===== src/rtl/ps2_rx.sv =====
// PS/2 device-side receiver: detects a host request-to-send (clock inhibit
// followed by data low), generates the PS/2 clock for 11 bit slots, samples
// start/data/parity/stop, drives the ACK slot and reports the result.
module ps2_rx #(
  parameter int CLK       = 50000000,
  parameter int FREQUENCY = 12000,
  parameter int RTS_US    = 100
) (
  input  logic       clk,
  input  logic       reset,
  input  logic       ps2_clk_in,
  input  logic       ps2_data_in,
  input  logic       tx_busy,
  output logic       ps2_clk_low,
  output logic       ps2_data_low,
  output logic [7:0] data,
  output logic       valid,
  output logic       parity_err,
  output logic       frame_err,
  output logic       busy
);

  localparam int DIV        = CLK / FREQUENCY;
  localparam int RTS_CYCLES = (CLK / 1000000) * RTS_US;
  // Inhibit counter only needs to reach RTS_CYCLES-1.
  localparam int RTS_W      = (RTS_CYCLES > 2) ? $clog2(RTS_CYCLES) : 1;
  // Slot counter is never narrower than 16 bits.
  localparam int CLKD_W     = ($clog2(DIV) > 16) ? $clog2(DIV) : 16;

  localparam logic [RTS_W-1:0]  RTS_LAST    = RTS_W'(RTS_CYCLES - 1);
  localparam logic [CLKD_W-1:0] CLKD_LAST   = CLKD_W'(DIV - 1);
  localparam logic [CLKD_W-1:0] CLKD_HALF   = CLKD_W'(DIV / 2);
  localparam logic [CLKD_W-1:0] CLKD_SAMPLE = CLKD_W'(DIV / 2 - 1);

  typedef enum logic [2:0] {
    ST_IDLE,
    ST_INHIBIT,
    ST_WAIT_RELEASE,
    ST_CLOCKING,
    ST_ACK
  } state_t;

  state_t              state_q, state_d;
  logic                sclk_meta_q, sclk_meta_d, sclk_q, sclk_d;
  logic                sdat_meta_q, sdat_meta_d, sdat_q, sdat_d;
  logic [RTS_W-1:0]    rts_cnt_q, rts_cnt_d;
  logic [CLKD_W-1:0]   clkd_q, clkd_d;
  logic [3:0]          slot_q, slot_d;
  logic [7:0]          shift_q, shift_d;
  logic                parity_q, parity_d;
  logic                stop_q, stop_d;
  logic [7:0]          data_q, data_d;
  logic                valid_q, valid_d;
  logic                parity_err_q, parity_err_d;
  logic                frame_err_q, frame_err_d;

  // Line drivers follow the registered state, so a reset or abort releases
  // the lines on the very edge that moves the FSM back to IDLE.
  assign ps2_clk_low  = ((state_q == ST_CLOCKING) || (state_q == ST_ACK)) &&
                        (clkd_q >= CLKD_HALF);
  assign ps2_data_low = (state_q == ST_ACK);
  assign busy         = (state_q != ST_IDLE);
  assign data         = data_q;
  assign valid        = valid_q;
  assign parity_err   = parity_err_q;
  assign frame_err    = frame_err_q;

  // Next-state logic: synchronizers, request detection, bit clocking and ACK.
  always_comb begin
    sclk_meta_d  = ps2_clk_in;
    sclk_d       = sclk_meta_q;
    sdat_meta_d  = ps2_data_in;
    sdat_d       = sdat_meta_q;
    state_d      = state_q;
    rts_cnt_d    = rts_cnt_q;
    clkd_d       = clkd_q;
    slot_d       = slot_q;
    shift_d      = shift_q;
    parity_d     = parity_q;
    stop_d       = stop_q;
    data_d       = data_q;
    valid_d      = 1'b0;
    parity_err_d = 1'b0;
    frame_err_d  = 1'b0;

    case (state_q)
      ST_IDLE: begin
        rts_cnt_d = '0;
        clkd_d    = '0;
        if (!sclk_q && !tx_busy) begin
          state_d = ST_INHIBIT;
        end
      end

      ST_INHIBIT: begin
        if (sclk_q) begin
          state_d   = ST_IDLE;
          rts_cnt_d = '0;
        end else if (rts_cnt_q == RTS_LAST) begin
          state_d = ST_WAIT_RELEASE;
        end else begin
          rts_cnt_d = rts_cnt_q + 1'b1;
        end
      end

      ST_WAIT_RELEASE: begin
        if (sclk_q) begin
          rts_cnt_d = '0;
          if (!sdat_q) begin
            state_d = ST_CLOCKING;
            slot_d  = 4'd0;
            clkd_d  = '0;
          end else begin
            // Plain inhibit without a request: silently return.
            state_d = ST_IDLE;
          end
        end
      end

      ST_CLOCKING: begin
        clkd_d = clkd_q + 1'b1;
        if (clkd_q == CLKD_SAMPLE) begin
          if (!sclk_q) begin
            // Host is holding the clock low during our high phase: abort.
            state_d     = ST_IDLE;
            clkd_d      = '0;
            frame_err_d = 1'b1;
          end else if (slot_q == 4'd0) begin
            if (sdat_q) begin
              state_d     = ST_IDLE;
              clkd_d      = '0;
              frame_err_d = 1'b1;
            end
          end else if (slot_q <= 4'd8) begin
            shift_d = {sdat_q, shift_q[7:1]};
          end else if (slot_q == 4'd9) begin
            parity_d = sdat_q;
          end else begin
            stop_d = sdat_q;
          end
        end else if (clkd_q == CLKD_LAST) begin
          clkd_d = '0;
          if (slot_q == 4'd10) begin
            if (stop_q) begin
              state_d = ST_ACK;
            end else begin
              state_d     = ST_IDLE;
              frame_err_d = 1'b1;
            end
          end else begin
            slot_d = slot_q + 4'd1;
          end
        end
      end

      ST_ACK: begin
        clkd_d = clkd_q + 1'b1;
        if (clkd_q == CLKD_LAST) begin
          clkd_d  = '0;
          state_d = ST_IDLE;
          // Odd parity: data bits plus parity bit must XOR to 1.
          if (^{shift_q, parity_q}) begin
            data_d  = shift_q;
            valid_d = 1'b1;
          end else begin
            parity_err_d = 1'b1;
          end
        end
      end

      default: begin
        state_d = ST_IDLE;
        clkd_d  = '0;
      end
    endcase
  end

  // State and data registers with synchronous reset; synchronizers idle high.
  always_ff @(posedge clk) begin
    if (reset) begin
      sclk_meta_q  <= 1'b1;
      sclk_q       <= 1'b1;
      sdat_meta_q  <= 1'b1;
      sdat_q       <= 1'b1;
      state_q      <= ST_IDLE;
      rts_cnt_q    <= '0;
      clkd_q       <= '0;
      slot_q       <= 4'd0;
      shift_q      <= 8'h00;
      parity_q     <= 1'b0;
      stop_q       <= 1'b0;
      data_q       <= 8'h00;
      valid_q      <= 1'b0;
      parity_err_q <= 1'b0;
      frame_err_q  <= 1'b0;
    end else begin
      sclk_meta_q  <= sclk_meta_d;
      sclk_q       <= sclk_d;
      sdat_meta_q  <= sdat_meta_d;
      sdat_q       <= sdat_d;
      state_q      <= state_d;
      rts_cnt_q    <= rts_cnt_d;
      clkd_q       <= clkd_d;
      slot_q       <= slot_d;
      shift_q      <= shift_d;
      parity_q     <= parity_d;
      stop_q       <= stop_d;
      data_q       <= data_d;
      valid_q      <= valid_d;
      parity_err_q <= parity_err_d;
      frame_err_q  <= frame_err_d;
    end
  end

endmodule


===== config.mk =====
export PLATFORM = sky130hd
export DESIGN_NAME = ps2_rx
export DESIGN_NICKNAME = d
export VERILOG_FILES = /design/src/rtl/ps2_rx.sv
export SDC_FILE = /design/constraint.sdc
export NUM_CORES = 1
export LEC_CHECK = 0
export ABC_AREA = 1
export BUFFER_PORTS_ARGS = -buffer_cell sky130_fd_sc_hd__buf_2
export CAP_MARGIN = 20
export CORE_ASPECT_RATIO = 1.5
export CORE_MARGIN = 4
export CORE_UTILIZATION = 50
export CTS_BUF_LIST = sky130_fd_sc_hd__clkbuf_16
export CTS_CLUSTER_DIAMETER = 50
export DETAILED_ROUTE_END_ITERATION = 12
export PLACE_DENSITY = 0.67
export SLEW_MARGIN = 20
export SYNTH_ARGS = -nofsm -noshare
export SYNTH_HDL_FRONTEND = slang
export SYNTH_SLANG_ARGS = --single-unit

===== constraint.sdc =====
create_clock -name clk -period 2.7 [get_ports clk]
set_input_delay 0.27 -clock clk [delete_from_list [all_inputs] [get_ports clk]]
set_output_delay 0.27 -clock clk [all_outputs]
set_load 0.02 [all_outputs]

==> reports/summary.txt <==
Final instance area -> 0.00393 mm²
Max frequency -> 0.454 GHz
Area grow syn2layout -> 12.2%
Final WL -> 8.24 mm
Initial drt markers -> 156
Setup TNS -> 0 ps
Hold Crit Class -> input port to register
Final Max Slew Viols -> 0
Antenna-violating nets left -> 0
WHS -> 121 ps
First-pass GRT wire length -> 14.4 mm
Yosys warnings -> 0
Synthesized area -> 0.00350 mm²
Via count -> 3308
Setup ws final -> 496 ps
Clk pin slew, worst setup/hold paths -> 60 ps
Global-route usage over all layers -> 21.0%
Primary FF master, synth -> dfxtp_1
Tcrit/Tclk final -> 81.6%
Clock sink count -> 61
Area contributors post-synth -> dfxtp_1, nand2_1, nor2_1
Vias in the first global route -> 3348
Die Y -> 111 µm
# setup viols final -> 0
Status -> finished clean
Setup bufs post-CTS -> 0
Starting Density -> 51.1%
Die width -> 76.3 µm
Post-synth ARST share -> 0%
DRC errors left -> 0
Core Region -> 0.00685 mm²
Mapped Cells -> 531
Worst-path fanout max -> 13
Fill cell count -> 688
CTS Buf Count -> 9
Placement Setup Slack -> 783 ps
Synthesized Nets -> 544
# diodes -> 0
CP required -> 2430 ps
CTS max path bufs -> 2
Layout Utilization -> 57.4%
DR pass1 iterations -> 4
Clock Skew -> 8.30 ps
Grt total ovfl -> 0
Leading cell type by number of instances after synthesis -> nand2_1
Initial antenna violation count -> 0
Gp weighted congestion -> 0.910
Yosys reg bits -> 61
Max_cap viols -> 0
CTS tree -> done
Kind of critical path -> register to output port
Sequential area share after synthesis -> 34.9%
Post-CTS Hold Fix Bufs -> 0
Clk Latency, worst-skew pair -> 330 ps
Hpwl dp -> 6.37 mm
CP Capture Type -> output port
Die area -> 0.00844 mm²
CTS root buf -> clkbuf_16
Avg Cell Area, Syn -> 6.60 µm²
Synth cell types -> 38
Cts repair resizes -> 0
Final #Nets -> 566
Yosys top cell area share -> 34.9%
Clock period minus worst slack -> 2200 ps
Yosys top cell by area -> dfxtp_1
Rows -> 37
Post-DP Area -> 0.00365 mm²
WP data arrival -> 1930 ps
IO Port Bufs -> 18
RSZ-0062 raised after global routing -> false
DR WL/cell -> 13.0 µm
Post-synth EDFFs -> 0
Vias per cell -> 5.20
Largest net degree at the start of global routing -> 20
Leak Pwr -> 1.64 nW
H-tree depth -> 3
Layout cells sized above 1 -> 11.6%
CP startpoint kind -> register
Worst IR Drop VDD -> 0.000486 V
Post-synth top cells -> nand2_1, nor2_1, inv_1
Max_slew headroom -> 64.7%
Final hold vios -> 0
Pwr Density -> 655 mW/mm²
Top Ports -> 19
Worst Max-Slew Pin Slew -> 528 ps
==> worst paths after layout <==
check / cells after the start / startpoint / slack, ps / to
max: 5 / state_q[1] / 500 / ps2_clk_low
min: 2 / ps2_data_in / 120 / sdat_d
max reg2reg: 7 / state_q[1] / 780 / shift_q[4]
min reg2reg: 1 / sclk_d / 410 / sclk_q
==> placed cells by master (no fill, tap or decap), drive strengths merged <==
cell type  netlist  final
a211oi           2      2
a21oi           36     36
a22oi            1      1
and3             1      1
buf              6     20
bufinv           0      1
clkbuf           3      9
clkinv           0      3
clkinvlp         0      1
dfxtp           61     61
ha               8      8
inv             71     73
nand2          132    132
nand3           46     46
nand3b           5      5
nand4           13     13
nor2            80     80
nor3            19     19
nor3b            1      1
nor4             2      2
o211ai           7      7
o21ai           21     21
o31ai            1      1
or2              7      7
xnor2            3      3
xor2             5      5
==> registers in the layout, indices dropped and copies added (netlist names) <==
signal and flops:
sdat_q 1, stop_q 1, state_q 3, parity_err 1
clkd_q 16, sdat_d 1, frame_err 1, sclk_q 1
parity_q 1, valid 1, rts_cnt_q 13, slot_q 4
data 8, sclk_d 1, shift_q 8
==> cells by family (layout without fill, tap and decap cells) <==
logic type | Yosys count | after routing | share of synthesized area, %
DFF | 61 | 61 | 34.9
adders and majority gates | 8 | 8 | 2.86
buffers and inverters | 80 | 107 | 9.25
and+or+nand+nor | 306 | 306 | 40.1
xor gates and xnor gates | 8 | 8 | 2.00
AOI/OAI and AO/OA | 68 | 68 | 10.9
==> stage by stage <==
step                      instances  power [mW]
after floorplan                 531        1.39
after global placement          620        1.48
after detailed placement        620        1.49
after CTS                       636        2.60
after global routing            636        2.71
final                           636        2.58
==> worst max-delay path: stages, from the launching register on <==
cell     delay, ps
dfxtp_1        520
inv_2          110
nor3_4         430
inv_2          130
a22oi_1        220
buf_2          200
==> where the power goes <==
part	internal, mW	leakage, nW	switching [mW]
clock network	0.700	0.145	0.403
registers	0.932	0.493	0.0480
logic	0.141	1.00	0.354
total	1.77	1.64	0.805
==> routing by layer <==
metal | share of wire [%] | track usage [%] | vias to the layer above
met1 | 39 | 21.2 | 1455
met5 | 0 | 0 | -
met4 | 5.2 | 16.8 | 0
met2 | 52 | 37.7 | 70
met3 | 3.4 | 3.10 | 27
li1 | - | - | 1756
==> cell type report <==
class                      instances  area [µm²]  share of cell area [%]
clock inverter                     7        58.8                    1.50
tap                               78        97.6                    2.48
multi-input combinational        390        1960                    49.8
sequential                        61        1220                    31.1
inverter                          71         267                    6.78
clock buffer                       9         225                    5.73
timing repair buffer              20         105                    2.67
Note: power is estimated with default switching activity, not from simulation.
